`config.mk`:
```
export PLATFORM = sky130hd
export DESIGN_NAME = uart_xcvr
export DESIGN_NICKNAME = d
export VERILOG_FILES = /design/src/rtl/uart_pkg.sv /design/src/rtl/uart_fifo.sv /design/src/rtl/uart_xcvr.sv
export SDC_FILE = /design/constraint.sdc
export NUM_CORES = 1
export LEC_CHECK = 0
export BUFFER_PORTS_ARGS = -buffer_cell sky130_fd_sc_hd__buf_2
export CELL_PAD_IN_SITES_DETAIL_PLACEMENT = 0
export CELL_PAD_IN_SITES_GLOBAL_PLACEMENT = 1
export CORE_ASPECT_RATIO = 2
export CORE_UTILIZATION = 55
export CTS_BUF_LIST = sky130_fd_sc_hd__clkbuf_8
export DETAILED_ROUTE_END_ITERATION = 7
export PLACE_DENSITY = 0.87
export SYNTH_ARGS = -nofsm -noshare
export SYNTH_HDL_FRONTEND = slang
export SYNTH_HIERARCHICAL = 1
export SYNTH_SLANG_ARGS = --single-unit
```
`constraint.sdc`:
```
create_clock -name clk -period 9.04 [get_ports clk]
set_clock_uncertainty 0.05 [all_clocks]
set_input_delay 0.904 -clock clk [delete_from_list [all_inputs] [get_ports clk]]
set_output_delay 0.904 -clock clk [all_outputs]
set_load 0.05 [all_outputs]
```
`src/rtl/uart_pkg.sv`:
```
// Shared types and helpers for the uart_xcvr transceiver and its FIFOs.
package uart_pkg;

  localparam int OVS = 16;
  localparam int MID = 7;

  typedef enum logic [1:0] {
    PAR_NONE = 2'b00,
    PAR_EVEN = 2'b01,
    PAR_ODD  = 2'b10
  } parity_e;

  typedef enum logic [2:0] {
    TX_IDLE, TX_START, TX_DATA, TX_PARITY, TX_STOP1, TX_STOP2
  } tx_state_e;

  typedef enum logic [2:0] {
    RX_IDLE, RX_START, RX_DATA, RX_PARITY, RX_STOP, RX_BREAK
  } rx_state_e;

  function automatic logic [3:0] clamp_dbits(input logic [3:0] d);
    if (d < 4'd5) return 4'd5;
    else if (d > 4'd9) return 4'd9;
    else return d;
  endfunction

  function automatic parity_e decode_parity(input logic [1:0] p);
    case (p)
      2'b01:   return PAR_EVEN;
      2'b10:   return PAR_ODD;
      default: return PAR_NONE;
    endcase
  endfunction

endpackage

```
`src/rtl/uart_fifo.sv`:
```
// Show-ahead synchronous FIFO; empty head reads as zero, level saturates at depth.
module uart_fifo
  import uart_pkg::*;
#(
  parameter int DW = 8,
  parameter int AW = 4
) (
  input  logic          clk,
  input  logic          rst_n,
  input  logic          wr,
  input  logic [DW-1:0] wdata,
  input  logic          rd,
  output logic [DW-1:0] rdata,
  output logic          empty,
  output logic          full,
  output logic [AW:0]   level
);

  localparam int DEPTH = 1 << AW;

  logic [DW-1:0] mem [DEPTH];
  logic [AW-1:0] wptr, rptr;
  logic          do_wr, do_rd;

  // Handshake: wr/rd are one-cycle strobes; wr is dropped when full, rd ignored when empty.
  assign empty = (level == '0);
  assign full  = (level == {1'b1, {AW{1'b0}}});
  assign do_wr = wr & ~full;
  assign do_rd = rd & ~empty;
  assign rdata = empty ? '0 : mem[rptr];

  always_ff @(posedge clk or negedge rst_n) begin
    if (!rst_n) begin
      wptr  <= '0;
      rptr  <= '0;
      level <= '0;
    end else begin
      if (do_wr) wptr <= wptr + 1'b1;
      if (do_rd) rptr <= rptr + 1'b1;
      case ({do_wr, do_rd})
        2'b10:   level <= level + 1'b1;
        2'b01:   level <= level - 1'b1;
        default: ;
      endcase
    end
  end

  always_ff @(posedge clk) begin
    if (do_wr) mem[wptr] <= wdata;
  end

endmodule

```
`src/rtl/uart_xcvr.sv`:
```
// Frame-configurable UART transceiver: baud generator, TX and RX FSMs, one FIFO per direction.
module uart_xcvr
  import uart_pkg::*;
#(
  parameter int MDW = 9,
  parameter int FAW = 4
) (
  input  logic           clk,
  input  logic           rst_n,
  input  logic           en,
  input  logic [15:0]    prescale,
  input  logic [3:0]     cfg_dbits,
  input  logic [1:0]     cfg_parity,
  input  logic           cfg_stop2,
  input  logic           tx_en,
  input  logic           rx_en,
  input  logic           wr,
  input  logic [MDW-1:0] wdata,
  output logic           tx_empty,
  output logic           tx_full,
  output logic [FAW:0]   tx_level,
  output logic           tx_busy,
  input  logic           rd,
  output logic [MDW-1:0] rdata,
  output logic           rx_perr,
  output logic           rx_ferr,
  output logic           rx_empty,
  output logic           rx_full,
  output logic [FAW:0]   rx_level,
  output logic           rx_ovr,
  input  logic           ovr_clr,
  output logic           rx_break,
  input  logic           RX,
  output logic           TX
);

  logic [15:0] baud_cnt;
  logic        tick;

  assign tick = en && (baud_cnt == prescale);

  always_ff @(posedge clk or negedge rst_n) begin
    if (!rst_n)  baud_cnt <= '0;
    else if (en) baud_cnt <= (baud_cnt == prescale) ? '0 : baud_cnt + 1'b1;
  end

  // ---------------- transmitter ----------------
  tx_state_e      tx_state;
  logic [3:0]     tx_tcnt, tx_bcnt, tx_dbits, cfg_dbits_c;
  parity_e        tx_par_mode, cfg_par_c;
  logic           tx_stop2, tx_par_bit, tx_pop, tx_bit_end;
  logic [MDW-1:0] tx_shift, tx_head, tx_mask, tx_word;

  assign cfg_dbits_c = clamp_dbits(cfg_dbits);
  assign cfg_par_c   = decode_parity(cfg_parity);

  always_comb begin
    tx_mask = '0;
    for (int i = 0; i < MDW; i++) tx_mask[i] = (i < int'(cfg_dbits_c));
  end

  assign tx_word    = tx_head & tx_mask;
  assign tx_pop     = (tx_state == TX_IDLE) && tx_en && !tx_empty;
  assign tx_bit_end = tick && (tx_tcnt == 4'(OVS - 1));
  assign tx_busy    = (tx_state != TX_IDLE);

  uart_fifo #(.DW(MDW), .AW(FAW)) u_tx_fifo (
    .clk(clk), .rst_n(rst_n), .wr(wr), .wdata(wdata), .rd(tx_pop),
    .rdata(tx_head), .empty(tx_empty), .full(tx_full), .level(tx_level)
  );

  always_ff @(posedge clk or negedge rst_n) begin
    if (!rst_n) begin
      tx_state    <= TX_IDLE;
      tx_tcnt     <= '0;
      tx_bcnt     <= '0;
      tx_dbits    <= 4'd8;
      tx_par_mode <= PAR_NONE;
      tx_stop2    <= 1'b0;
      tx_shift    <= '0;
      tx_par_bit  <= 1'b0;
      TX          <= 1'b1;
    end else begin
      case (tx_state)
        TX_IDLE: if (tx_pop) begin
          tx_state    <= TX_START;
          tx_tcnt     <= '0;
          tx_dbits    <= cfg_dbits_c;
          tx_par_mode <= cfg_par_c;
          tx_stop2    <= cfg_stop2;
          tx_shift    <= tx_word;
          tx_par_bit  <= (^tx_word) ^ (cfg_par_c == PAR_ODD);
        end
        default: if (tick) begin
          tx_tcnt <= tx_tcnt + 1'b1;
          if (tx_bit_end) begin
            case (tx_state)
              TX_START: begin
                tx_state <= TX_DATA;
                tx_bcnt  <= '0;
              end
              TX_DATA: begin
                tx_shift <= tx_shift >> 1;
                if (tx_bcnt == tx_dbits - 1'b1)
                  tx_state <= (tx_par_mode == PAR_NONE) ? TX_STOP1 : TX_PARITY;
                else
                  tx_bcnt <= tx_bcnt + 1'b1;
              end
              TX_PARITY: tx_state <= TX_STOP1;
              TX_STOP1:  tx_state <= tx_stop2 ? TX_STOP2 : TX_IDLE;
              default:   tx_state <= TX_IDLE;
            endcase
          end
        end
      endcase
      // Line is registered from the current state, so it lags the FSM by one cycle.
      case (tx_state)
        TX_START:  TX <= 1'b0;
        TX_DATA:   TX <= tx_shift[0];
        TX_PARITY: TX <= tx_par_bit;
        default:   TX <= 1'b1;
      endcase
    end
  end

  // ---------------- receiver ----------------
  rx_state_e      rx_state;
  logic           rx_s1, rx_s2;
  logic [3:0]     rx_tcnt, rx_bcnt, rx_dbits;
  parity_e        rx_par_mode;
  logic [MDW-1:0] rx_word;
  logic           rx_par_acc, rx_all_zero, rx_perr_q;
  logic           rx_samp, rx_push, rx_brk_det;
  logic [MDW+1:0] rx_head;

  assign rx_samp    = tick && (rx_tcnt == 4'(OVS - 1));
  assign rx_push    = (rx_state == RX_STOP) && rx_samp;
  assign rx_brk_det = rx_push && rx_all_zero && !rx_s2;

  uart_fifo #(.DW(MDW + 2), .AW(FAW)) u_rx_fifo (
    .clk(clk), .rst_n(rst_n), .wr(rx_push), .wdata({rx_word, rx_perr_q, ~rx_s2}),
    .rd(rd), .rdata(rx_head), .empty(rx_empty), .full(rx_full), .level(rx_level)
  );

  assign {rdata, rx_perr, rx_ferr} = rx_head;

  always_ff @(posedge clk or negedge rst_n) begin
    if (!rst_n) begin
      rx_s1       <= 1'b1;
      rx_s2       <= 1'b1;
      rx_state    <= RX_IDLE;
      rx_tcnt     <= '0;
      rx_bcnt     <= '0;
      rx_dbits    <= 4'd8;
      rx_par_mode <= PAR_NONE;
      rx_word     <= '0;
      rx_par_acc  <= 1'b0;
      rx_all_zero <= 1'b0;
      rx_perr_q   <= 1'b0;
      rx_break    <= 1'b0;
      rx_ovr      <= 1'b0;
    end else begin
      rx_s1    <= RX;
      rx_s2    <= rx_s1;
      rx_break <= rx_brk_det;
      if (rx_push && rx_full) rx_ovr <= 1'b1;
      else if (ovr_clr)       rx_ovr <= 1'b0;
      case (rx_state)
        RX_IDLE: if (rx_en && !rx_s2) begin
          rx_state    <= RX_START;
          rx_tcnt     <= '0;
          rx_dbits    <= cfg_dbits_c;
          rx_par_mode <= cfg_par_c;
          rx_word     <= '0;
          rx_par_acc  <= 1'b0;
          rx_all_zero <= 1'b1;
          rx_perr_q   <= 1'b0;
        end
        RX_START: if (tick) begin
          if (rx_tcnt == 4'(MID)) begin
            if (rx_s2) rx_state <= RX_IDLE;
            else begin
              rx_state <= RX_DATA;
              rx_tcnt  <= '0;
              rx_bcnt  <= '0;
            end
          end else rx_tcnt <= rx_tcnt + 1'b1;
        end
        RX_DATA: if (tick) begin
          rx_tcnt <= rx_tcnt + 1'b1;
          if (rx_samp) begin
            rx_word[rx_bcnt] <= rx_s2;
            rx_par_acc       <= rx_par_acc ^ rx_s2;
            rx_all_zero      <= rx_all_zero & ~rx_s2;
            if (rx_bcnt == rx_dbits - 1'b1)
              rx_state <= (rx_par_mode == PAR_NONE) ? RX_STOP : RX_PARITY;
            else
              rx_bcnt <= rx_bcnt + 1'b1;
          end
        end
        RX_PARITY: if (tick) begin
          rx_tcnt <= rx_tcnt + 1'b1;
          if (rx_samp) begin
            rx_perr_q   <= rx_s2 ^ rx_par_acc ^ (rx_par_mode == PAR_ODD);
            rx_all_zero <= rx_all_zero & ~rx_s2;
            rx_state    <= RX_STOP;
          end
        end
        RX_STOP: if (tick) begin
          rx_tcnt <= rx_tcnt + 1'b1;
          if (rx_samp) rx_state <= rx_brk_det ? RX_BREAK : RX_IDLE;
        end
        default: if (rx_s2) rx_state <= RX_IDLE;
      endcase
    end
  end

endmodule

```
==> summary.txt, run 1 <==
Status
  • Status: finished clean

Setup path
  • Startpoint types: flip-flop
  • Crit path max fanout: 17
  • Slowest CP cell: or3b_1
  • Setup Crit Path Kind: reg2reg
  • WP buf/inv: 2
  • Worst path depth: 13
  • CP Launch Point: tx_state[2]
  • Setup slack, reg-to-reg: 4.50 ns
  • CP required: 9.50 ns
  • Nature of the critical path endpoint: flip-flop
  • Largest stage delay, worst path: 0.76 ns
  • Worst r2r src: tx_state[2]
  • Cell Chain, Critical Path: nor2_2 > nand2_1 > or3b_1 > inv_1 > nand2_1 > inv_2 > ha_1 > xor2_1 > ha_1 > o211a_1 > o21ai_1 > o41ai_1 > nor4_1
  • Critical Path AT: 5.00 ns
  • R2r endpoint: u_tx_fifo/level[4]
  • Cells on worst reg2reg path: 13
  • CP top delay family: simple AND/OR/NAND/NOR gates

Pwr
  • NetSw: 1850 uW
  • Pwr Density: 273 nW/um2
  • Clock power frac: 26.7%
  • Maximum vdd ir drop: 209 uV
  • Sequential power share: 44.1%
  • LEAKAGE: 0.00792 uW
  • Net Sw Frac: 32.9%
  • Cell internal pwr: 3760 uW
  • Comb power frac: 29.2%

Drt
  • Routed WL per cell: 22.1 um
  • DRT antenna net count: 0
  • Pre-antenna DRT Iters: 5
  • DR DRC count: 0
  • Vias per inst: 5.92
  • Via count: 10,400
  • Initial drt markers: 635
  • WL final: 39,000 um

CTS
  • Root Buffer Master: clkbuf_8
  • Longest Clk Path Bufs: 3
  • Post-CTS Hold Buffers: 0
  • Total CTS buffers: 55
  • Worst skew pair latency: 0.61 ns
  • Reg clk slew, reported paths: 0.07 ns
  • Setup Fix Bufs, Post-CTS: 0
  • # clock sinks: 424
  • # resized after CTS: 0
  • TritonCTS clock tree: done
  • H-tree levels: 2

Timing
  • Min cycle time layout: 4.54 ns
  • Worst slew margin: 14.9%
  • Final hold violation count: 0
  • FMAX: 220 MHz
  • RSZ-0062 raised after global routing: false
  • Least-Margin Pin Slew: 1.27 ns
  • Post-route clock period utilization: 50.3%
  • Fin. max-slew vios: 0
  • Setup violators final: 0
  • Setup TNS: 0 ns

Logic synthesis
  • Compound-Gate Fraction of Synth Area: 5.94%
  • Synth top area share: 51.5%
  • Synth area leaders: edfxtp_1 (51%), dfrtp_1 (13%), mux4_2 (6.9%)
  • Yosys warns: 6
  • Area leader, netlist: edfxtp_1
  • Yosys reg bits: 424
  • Synthesized area per cell: 15.5 um2
  • Mux contribution to synthesized area: 13.7%
  • Synth Area in Adders: 1.88%
  • Netlist Area Pre-Place: 18,700 um2
  • Ys flop type: edfxtp_1
  • Largest family of logic cells by synthesized area: multiplexers
  • Post-synth cell types: 84
  • Syn_nets: 1,271
  • Post-synth EDFFs: 320
  • Simple-gate area share of the yosys netlist: 7.22%
  • Post-synth ARST share: 24.5%
  • Seq/Total Area, Yosys: 65.4%
  • Xor and xnor area share after synthesis: 3.38%
  • Synth Instances: 1,202

GRT
  • Global-route usage over all layers: 23.3%
  • Initial antenna violation count: 1
  • Grt total ovfl: 0
  • Global-route wire length before repair: 60,800 um
  • Vias in the first global route: 11,100
  • Largest net degree at the start of global routing: 71

Final layout
  • Multi-input gate area: 6020 um2
  • Most common cell after layout, fill and taps aside: edfxtp_1
  • Register Area: 12,200 um2
  • Fillers: 2,505
  • Layout cells sized above 1: 20.8%
  • Area Overhead vs Synth: 10.0%
  • Non-Filler Instances: 1,763
  • Nets: 1,350
  • Most frequent cells in the layout: edfxtp_1 (320), dfrtp_1 (97), nand2_1 (86)

Floorplanning
  • Chip Width: 132 um
  • Core area: 33,500 um2
  • Io pins: 70
  • Starting Density: 55.7%
  • Die ar.: 34,700 um2
  • Die H: 263 um
  • # rows: 95

Worst hold path
  • Min-delay worst type: in2async

Placement
  • RePlAce Congestion: 0.802
  • Input/output buffers: 69
  • Dpl hpwl: 27,400 um
  • Placed Instances: 1,660

Flow run
  • Max-Cap Viols: 0
-- metrics by stage --
step | hold WS, ns | cell area [um2] | total power [uW] | utilization (%) | setup slack [ns]
after floorplan | 0.295 | 18700 | 3790 | - | 4.97
after global placement | 0.297 | 19400 | 4130 | 57.7 | 4.33
after detailed placement | 0.297 | 19400 | 4170 | 57.7 | 4.20
after CTS | 0.188 | 20500 | 5670 | 61.3 | 4.48
after global routing | 0.214 | 20600 | 5880 | 61.3 | 4.08
final | 0.210 | 20600 | 5610 | 61.3 | 4.50
-- synthesized netlist by cell type, drive strengths merged, types with 3 or more instances --
master	n
clkbuf	23
nor3	18
nand3b	5
dfrtp	99
nand3	25
mux2	31
mux2i	32
ha	28
nand2	88
xor2	31
and3	9
a2111oi	3
nor4b	5
o41ai	4
a21oi	36
edfxtp	320
nand4	9
o31ai	7
nand2b	14
dfstp	5
or2	3
a21boi	4
mux4	80
buf	37
nor4	8
a311oi	3
xnor2	41
a31oi	6
inv	33
and2	4
nor2	65
a22o	12
nor2b	6
o21ai	67
o22ai	3
-- state kept, by name (all words and copies together), names as in the netlist, 5 cells and up --
register	flops
baud_cnt	16
rx_word	9
tx_shift	9
u_rx_fifo/level	5
u_rx_fifo/mem	176
u_tx_fifo/level	5
u_tx_fifo/mem	144
-- final cells by class --
cell class	instances	area share, %
Sequential cell	424	59.5
Timing Repair Buffer	82	2.17
Clock inverter	41	1.72
Multi-Input combinational cell	685	29.3
Inverter	33	0.603
Clock buffer	61	4.08
Tap cell	436	2.65
Antenna cell	1	0.0122
-- worst max path at each step --
stage                                     to  slack, ns
final                     u_tx_fifo/level[4]       4.50
after global routing      u_tx_fifo/level[4]       4.08
after CTS                 u_tx_fifo/level[4]       4.48
after detailed placement  u_rx_fifo/level[4]       4.20
after global placement    u_rx_fifo/level[4]       4.33
after floorplan           u_rx_fifo/level[4]       4.97
-- cells by family after synthesis --
kind of cell	after synthesis
AOI/OAI and AO/OA	172
xor gates and xnor gates	72
adders and majority gates	28
buffers and inverters	93
DFF	424
muxes	143
and+or+nand+nor	270
-- power groups by stage --
stage	Clock [uW]	Sequential (uW)	Combinational [uW]
after floorplan	0	2460	1330
after global placement	0	2500	1620
after detailed placement	0	2520	1650
after CTS	1530	2480	1660
after global routing	1600	2500	1780
final	1500	2470	1640
-- layer usage --
| metal | global-route usage [%] | share of wire [%] | wire length (um) | vias up |
|---|---|---|---|---|
| li1 | - | - | - | 4788 |
| met1 | 21.7 | 32 | 12500 | 5264 |
| met2 | 48.2 | 61 | 23700 | 278 |
| met3 | 3.07 | 3.3 | 1280 | 101 |
| met4 | 10.3 | 3.9 | 1510 | 0 |
| met5 | 0 | 0 | 0 | - |
Note: power is estimated with default switching activity, not from simulation.
==> run 2, diff against run 1 <==
--- a/config.mk
+++ b/config.mk
@@ -5,11 +5,12 @@
 export SDC_FILE = /design/constraint.sdc
 export NUM_CORES = 1
 export LEC_CHECK = 0
+export ABC_AREA = 1
 export BUFFER_PORTS_ARGS = -buffer_cell sky130_fd_sc_hd__buf_2
 export CELL_PAD_IN_SITES_DETAIL_PLACEMENT = 0
 export CELL_PAD_IN_SITES_GLOBAL_PLACEMENT = 1
 export CORE_ASPECT_RATIO = 2
-export CORE_UTILIZATION = 55
+export CORE_UTILIZATION = 51
 export CTS_BUF_LIST = sky130_fd_sc_hd__clkbuf_8
 export DETAILED_ROUTE_END_ITERATION = 7
 export PLACE_DENSITY = 0.87
==> constraint.sdc (replaced) <==
create_clock -name clk -period 4.6 [get_ports clk]
set_clock_uncertainty 0.05 [all_clocks]
set_input_delay 0.46 -clock clk [delete_from_list [all_inputs] [get_ports clk]]
set_output_delay 0.46 -clock clk [all_outputs]
set_load 0.05 [all_outputs]
==> summary.txt, run 2 <==
Setup path
  • Critical path endpoint: u_rx_fifo/level[4] (was u_tx_fifo/level[4])
  • Critical Path AT: 4.02 ns (was 5.00 ns)
  • Cells on worst reg2reg path: 18 (was 13)
  • Setup slack, reg-to-reg: 1.01 ns (was 4.50 ns)
  • CP top delay family: simple AND/OR/NAND/NOR gates (unchanged)
  • R2r endpoint: u_rx_fifo/level[4] (was u_tx_fifo/level[4])
  • WP buf/inv: 1 (was 2)
  • Startpoint types: flip-flop (unchanged)
  • Worst r2r src: baud_cnt[4] (was tx_state[2])
  • Cell Chain, Critical Path: nand2_1 > nand2_1 > nor2_1 > nand2_1 > nor2_4 > nand3_4 > nor2_2 > nand2_1 > inv_1 > nand2_1 > ha_1 > xor2_1 > ha_1 > a21o_1 > nand3_1 > nand3_1 > nand3_1 > nand2_1 (was nor2_2 > nand2_1 > or3b_1 > inv_1 > nand2_1 > inv_2 > ha_1 > xor2_1 > ha_1 > o211a_1 > o21ai_1 > o41ai_1 > nor4_1)
  • Largest stage delay, worst path: 0.45 ns (was 0.76 ns)
  • Setup Crit Path Kind: reg2reg (unchanged)
  • CP required: 5.04 ns (was 9.50 ns)
  • Most Frequent Cell on Critical Path: nand2_1
  • Worst path depth: 18 (was 13)
  • Slowest CP cell: dfrtp_1 (was or3b_1)
  • Nature of the critical path endpoint: flip-flop (unchanged)
  • Crit path max fanout: 18 (was 17)
  • CP Launch Point: baud_cnt[4] (was tx_state[2])

Worst hold path
  • Min-delay worst type: in2reg (was in2async)
  • Worst hold path startpoint: wr

Logic synthesis
  • Synth area leaders: edfxtp_1 (49%), nand2_1 (13%), dfrtp_1 (13%) (was edfxtp_1 (51%), dfrtp_1 (13%), mux4_2 (6.9%))
  • Post-synth ARST share: 24.5% (unchanged)
  • Netlist Area Pre-Place: 19,700 um2 (was 18,700 um2)
  • Area leader, netlist: edfxtp_1 (unchanged)
  • Cell with the most instances after synthesis: nand2_1 (was edfxtp_1)
  • Post-synth EDFFs: 320 (unchanged)
  • Post-synth cell types: 48 (was 84)
  • Syn_nets: 2,063 (was 1,271)
  • Ys flop type: edfxtp_1 (unchanged)
  • Yosys warns: 6 (unchanged)
  • Synth top area share: 48.8% (was 51.5%)
  • Yosys reg bits: 424 (unchanged)
  • Synth Instances: 1,994 (was 1,202)
  • Synthesized area per cell: 9.88 um2 (was 15.5 um2)
  • Most frequent cells after synthesis: nand2_1 (677), edfxtp_1 (320), nand3_1 (314) (was edfxtp_1 (320), dfrtp_1 (99), nand2_1 (86))
  • Seq/Total Area, Yosys: 62.0% (was 65.4%)

Pwr
  • Pwr Density: 611 nW/um2 (was 273 nW/um2)
  • Clock power frac: 23.2% (was 26.7%)
  • LEAKAGE: 0.00923 uW (was 0.00792 uW)
  • Net Sw Frac: 42.0% (was 32.9%)
  • NetSw: 5570 uW (was 1850 uW)
  • Cell internal pwr: 7700 uW (was 3760 uW)
  • Sequential power share: 36.8% (was 44.1%)
  • Comb power frac: 40.0% (was 29.2%)
  • Maximum vdd ir drop: 459 uV (was 209 uV)

Timing
  • RSZ-0062 raised after global routing: false (unchanged)
  • Worst slew margin: 32.5% (was 14.9%)
  • Least-Margin Pin Slew: 1.01 ns (was 1.27 ns)
  • Post-route clock period utilization: 78.0% (was 50.3%)
  • Final hold violation count: 0 (unchanged)
  • Min cycle time layout: 3.59 ns (was 4.54 ns)
  • Fin. max-slew vios: 0 (unchanged)
  • FMAX: 279 MHz (was 220 MHz)
  • Setup TNS: 0 ns (unchanged)
  • Setup violators final: 0 (unchanged)

GRT
  • Largest net degree at the start of global routing: 90 (was 71)
  • Vias in the first global route: 14,100 (was 11,100)
  • Global-route usage over all layers: 24.9% (was 23.3%)
  • Grt total ovfl: 0 (unchanged)
  • Global-route wire length before repair: 74,200 um (was 60,800 um)
  • Initial antenna violation count: 0 (was 1)

Drt
  • Initial drt markers: 657 (was 635)
  • Pre-antenna DRT Iters: 7 (was 5)
  • WL final: 47,800 um (was 39,000 um)
  • DR DRC count: 0 (unchanged)
  • DRT antenna net count: 0 (unchanged)
  • Via count: 14,000 (was 10,400)
  • Routed WL per cell: 18.1 um (was 22.1 um)
  • Vias per inst: 5.29 (was 5.92)

CTS
  • Worst skew pair latency: 0.63 ns (was 0.61 ns)
  • Post-CTS Hold Buffers: 3 (was 0)
  • TritonCTS clock tree: done (unchanged)
  • # resized after CTS: 0 (unchanged)
  • H-tree levels: 2 (unchanged)
  • Total CTS buffers: 56 (was 55)
  • Longest Clk Path Bufs: 3 (unchanged)
  • Reg clk slew, reported paths: 0.07 ns (about the same)
  • Setup Fix Bufs, Post-CTS: 0 (unchanged)
  • # clock sinks: 424 (unchanged)
  • Root Buffer Master: clkbuf_8 (unchanged)

Floorplanning
  • Chip Width: 141 um (was 132 um)
  • Io pins: 70 (unchanged)
  • Starting Density: 51.8% (was 55.7%)
  • # rows: 101 (was 95)
  • Die H: 280 um (was 263 um)
  • Core area: 38,000 um2 (was 33,500 um2)
  • Die ar.: 39,400 um2 (was 34,700 um2)

Flow run
  • Max-Cap Viols: 0 (unchanged)

Final layout
  • Layout cells sized above 1: 12.5% (was 20.8%)
  • Area Overhead vs Synth: 10.2% (was 10.0%)
  • Fillers: 3,284 (was 2,505)
  • Nets: 2,147 (was 1,350)
  • N_diodes: 0 (was 1)
  • Final core occ: 57.1% (was 61.3%)
  • Max reg flops: 176 (unchanged)
  • Largest regs: u_rx_fifo/mem: 176 flops, u_tx_fifo/mem: 144 flops, baud_cnt: 16 flops (unchanged)
  • Most common cell after layout, fill and taps aside: nand2_1 (was edfxtp_1)
  • Reg with most FFs: u_rx_fifo/mem (unchanged)
  • Most frequent cells in the layout: nand2_1 (677), edfxtp_1 (320), nand3_1 (314) (was edfxtp_1 (320), dfrtp_1 (97), nand2_1 (86))

Placement
  • Input/output buffers: 69 (unchanged)
  • Dpl hpwl: 33,700 um (was 27,400 um)
  • RePlAce Congestion: 0.840 (was 0.802)

Status
  • Status: finished clean (unchanged)
[run 2: cell count changes after synthesis, moves of 32 or more]
cell | before | now
nand2_1 | 86 | 677
nand3_1 | 24 | 314
inv_1 | 30 | 123
mux4_2 | 57 | 0
nor2_1 | 64 | 109
mux2i_1 | 32 | 0
xnor2_1 | 41 | 9
[run 2: layer usage]
layer  routed length, um  vias up  global-route usage [%]
li1                    -     6855                       -
met1               15500     6603                    22.7
met2               27900      383                    50.9
met3                1740      135                    3.09
met4                2700        0                    14.4
met5                   0        -                       0
[run 2: cells by family after synthesis]
family | count (synthesis) | share of synthesized area (%)
compound gates | 99 | 3.01
xor+xnor | 43 | 1.91
flops | 424 | 62.0
fa+ha+maj | 28 | 1.78
simple gates | 1182 | 25.9
buf+inv | 218 | 5.34
[run 2: worst min path at each step]
stage / cells past startpoint / end / slack [ns]
floorplan: 0 / baud_cnt[0] / 0.11
global placement: 0 / rx_s2 / 0.30
detailed placement: 0 / rx_s2 / 0.30
CTS: 3 / u_tx_fifo/wptr[3] / 0.008
global route: 3 / tx_stop2 / 0.04
finish: 3 / u_tx_fifo/wptr[3] / 0.05
[run 2: area by class of cell]
class	instances	area (um2)	area share, %
clock inverter	43	389	1.79
tap	515	644	2.97
inverter	138	526	2.42
timing repair buffer	106	633	2.92
multi-input combinational	1352	6420	29.6
clock buffer	63	867	4.00
sequential	424	12200	56.3
[run 2: tightest hold or removal path: stages]
cell and delay, ns:
buf_2 0.11, nand3_1 0.07, nand2_1 0.05
[run 2: through the flow]
step	cell area, um2	setup slack (ns)	power, uW	cells	hold slack [ns]
after global routing	21700	0.712	14100	2641	0.0440
after global placement	20400	0.984	10200	2532	0.300
after floorplan	19700	1.51	8980	1994	0.114
after detailed placement	20400	0.916	10300	2532	0.301
final	21700	1.01	13300	2641	0.0483
after CTS	21700	0.959	13400	2641	0.00824
[run 2: power groups by stage]
stage | Combinational [uW] | Clock (uW) | Sequential, uW
after global placement | 5220 | 0 | 4950
after CTS | 5330 | 3150 | 4880
after global routing | 5880 | 3290 | 4930
after detailed placement | 5300 | 0 | 4960
final | 5310 | 3070 | 4880
after floorplan | 4000 | 0 | 4970
==> run 3, diff against run 2 <==
==> constraint.sdc (replaced) <==
create_clock -name clk -period 3.5 [get_ports clk]
set_clock_uncertainty 0.05 [all_clocks]
set_input_delay 0.35 -clock clk [delete_from_list [all_inputs] [get_ports clk]]
set_output_delay 0.35 -clock clk [all_outputs]
set_load 0.05 [all_outputs]
==> summary.txt, run 3 (same netlist as run 2, synthesis figures left out) <==
Final layout
  • Multi-input gate area: 6420 um2 (unchanged)
  • Reg with most FFs: u_rx_fifo/mem (unchanged)
  • Layout cells sized above 1: 12.6% (was 12.5%)
  • Nets: 2,161 (was 2,147)
  • Largest regs: u_rx_fifo/mem: 176 flops, u_tx_fifo/mem: 144 flops, baud_cnt: 16 flops (unchanged)
  • Most frequent cells in the layout: nand2_1 (677), edfxtp_1 (320), nand3_1 (314) (unchanged)
  • Area Overhead vs Synth: 10.5% (was 10.2%)
  • Fillers: 3,279 (was 3,284)
  • Max reg flops: 176 (unchanged)
  • Most common cell after layout, fill and taps aside: nand2_1 (unchanged)
  • Register Area: 12,200 um2 (unchanged)

Drt
  • DR DRC count: 0 (unchanged)
  • Via count: 14,000 (about the same)
  • Routed WL per cell: 17.9 um (was 18.1 um)
  • Vias per inst: 5.26 (was 5.29)
  • Initial drt markers: 679 (was 657)
  • WL final: 47,600 um (was 47,800 um)
  • DRT antenna net count: 0 (unchanged)
  • Pre-antenna DRT Iters: 7 (unchanged)

Setup path
  • Cells on worst reg2reg path: 18 (unchanged)
  • Critical Path AT: 2.73 ns (was 4.02 ns)
  • Setup Crit Path Kind: reg2out (was reg2reg)
  • Worst path depth: 8 (was 18)
  • Crit path max fanout: 89 (was 18)
  • Cell Chain, Critical Path: inv_8 > nand2_1 > nand3_1 > nand3_1 > nand2_1 > nand2_1 > a21oi_2 > buf_2 (was nand2_1 > nand2_1 > nor2_1 > nand2_1 > nor2_4 > nand3_4 > nor2_2 > nand2_1 > inv_1 > nand2_1 > ha_1 > xor2_1 > ha_1 > a21o_1 > nand3_1 > nand3_1 > nand3_1 > nand2_1)
  • Most Frequent Cell on Critical Path: nand2_1 (unchanged)
  • Nature of the critical path endpoint: primary output (was flip-flop)
  • CP top delay family: buffers and inverters (was simple AND/OR/NAND/NOR gates)
  • Largest stage delay, worst path: 0.59 ns (was 0.45 ns)
  • Slowest CP cell: dfrtp_2 (was dfrtp_1)
  • WP buf/inv: 2 (was 1)
  • Startpoint types: flip-flop (unchanged)
  • CP required: 3.10 ns (was 5.04 ns)

Floorplanning
  • Io pins: 70 (unchanged)
  • Core area: 38,000 um2 (unchanged)
  • Die ar.: 39,400 um2 (unchanged)
  • Die H: 280 um (unchanged)
  • # rows: 101 (unchanged)
  • Chip Width: 141 um (unchanged)
  • Starting Density: 51.8% (unchanged)

Timing
  • Min cycle time layout: 3.13 ns
  • Final hold violation count: 0 (unchanged)
  • Worst slew margin: 39.5% (was 32.5%)
  • RSZ-0062 raised after global routing: false (unchanged)
  • Setup violators final: 0 (unchanged)
  • FMAX: 319 MHz
  • Post-route clock period utilization: 89.5%
  • Least-Margin Pin Slew: 0.904 ns (was 1.01 ns)
  • Fin. max-slew vios: 0 (unchanged)
  • Setup TNS: 0 ns (unchanged)

Flow run
  • Max-Cap Viols: 0 (unchanged)

CTS
  • # resized after CTS: 0 (unchanged)
  • Worst skew pair latency: 0.62 ns (was 0.63 ns)
  • Longest Clk Path Bufs: 3 (unchanged)
  • # clock sinks: 424 (unchanged)
  • Total CTS buffers: 55 (was 56)
  • Reg clk slew, reported paths: 0.07 ns (about the same)
  • TritonCTS clock tree: done (unchanged)
  • H-tree levels: 2 (unchanged)
  • Root Buffer Master: clkbuf_8 (unchanged)

GRT
  • Largest net degree at the start of global routing: 90 (unchanged)
  • Global-route usage over all layers: 25.1% (was 24.9%)
  • Grt total ovfl: 0 (unchanged)
  • Initial antenna violation count: 4 (was 0)
  • Vias in the first global route: 14,100 (about the same)
  • Global-route wire length before repair: 74,700 um (was 74,200 um)

Placement
  • RePlAce Congestion: 0.842 (was 0.840)
  • Dpl hpwl: 33,800 um (was 33,700 um)
  • Input/output buffers: 69 (unchanged)

Pwr
  • Maximum vdd ir drop: 460 uV (was 459 uV)
  • Pwr Density: 788 nW/um2 (was 611 nW/um2)
  • LEAKAGE: 0.00928 uW (was 0.00923 uW)
  • Pwr Total: 17,200 uW (was 13,300 uW)

Worst hold path
  • Min-delay worst type: in2reg (unchanged)
  • Hold path depth: 4 (was 3)

Status
  • Status: finished clean (unchanged)
==> run 3: cell types whose count changed in the layout (fill, tap and decap cells not counted), moves of 4 or more <==
cell        previous run  this run
bufinv_16              7         3
buf_4                 35        43
clkinvlp_4             6         2
buf_12                 0         4
==> run 3: timing repair <==
item | in CTS | in global routing
setup buffers | 0 | 3
hold endpoints to repair | 54 | 0
hold buffers | 6 | 0
endpoints found under the setup margin | 0 | 2
==> run 3: worst paths after layout <==
| kind | slack [ns] | endpoint | startpoint |
|---|---|---|---|
| max in group asynchronous | 2.24 | u_tx_fifo/rptr[0] | rst_n |
| setup reg to reg | 0.48 | u_rx_fifo/level[4] | baud_cnt[4] |
| hold / removal | 0.02 | tx_par_mode[0] | cfg_parity[1] |
| hold reg to reg | 0.30 | rx_s2 | rx_s1 |
| min in group asynchronous | 0.36 | rx_bcnt[3] | rst_n |
| setup / recovery | 0.37 | rdata[5] | u_rx_fifo/rptr[0] |
==> run 3: per-layer routing <==
layer,share of wire [%],GRT usage [%],vias to the layer above,routed length [um]
li1,-,-,6898,-
met2,59,51.1,306,27900
met4,6.1,15.1,2,2920
met1,32,22.5,6646,15200
met3,3.3,3.40,132,1580
met5,0.017,0,-,8
==> run 3: final cells by class <==
class	instances	share of cell area, %
repair buffers	121	3.69
clock buffers	64	4.05
well taps	515	2.96
diodes	3	0.0345
multi-input cells	1352	29.5
flip-flops and latches	424	56.1
inverters	138	2.41
clock inverters	40	1.21
==> run 3: where the power goes <==
part	leakage, uW	internal (uW)	switching [uW]
registers	0.00427	5940	486
clock network	0.000646	1910	1820
logic	0.00437	2060	4940
==> run 3: worst min-delay path: cells and delay by family <==
kind	cells	cell delay (ns)
and+or+nand+nor	3	0.19
buffers and inverters	1	0.10
==> run 3: metrics by stage <==
step,util [%],cell area (um2),instances,hold slack (ns),setup slack [ns]
after floorplan,-,19700,1994,0.00441,0.412
after global placement,54.0,20500,2541,0.308,0.383
after detailed placement,54.0,20500,2541,0.304,0.324
after CTS,57.1,21700,2651,0.00823,0.309
after global routing,57.2,21800,2657,0.0263,0.151
final,57.2,21800,2657,0.0210,0.367
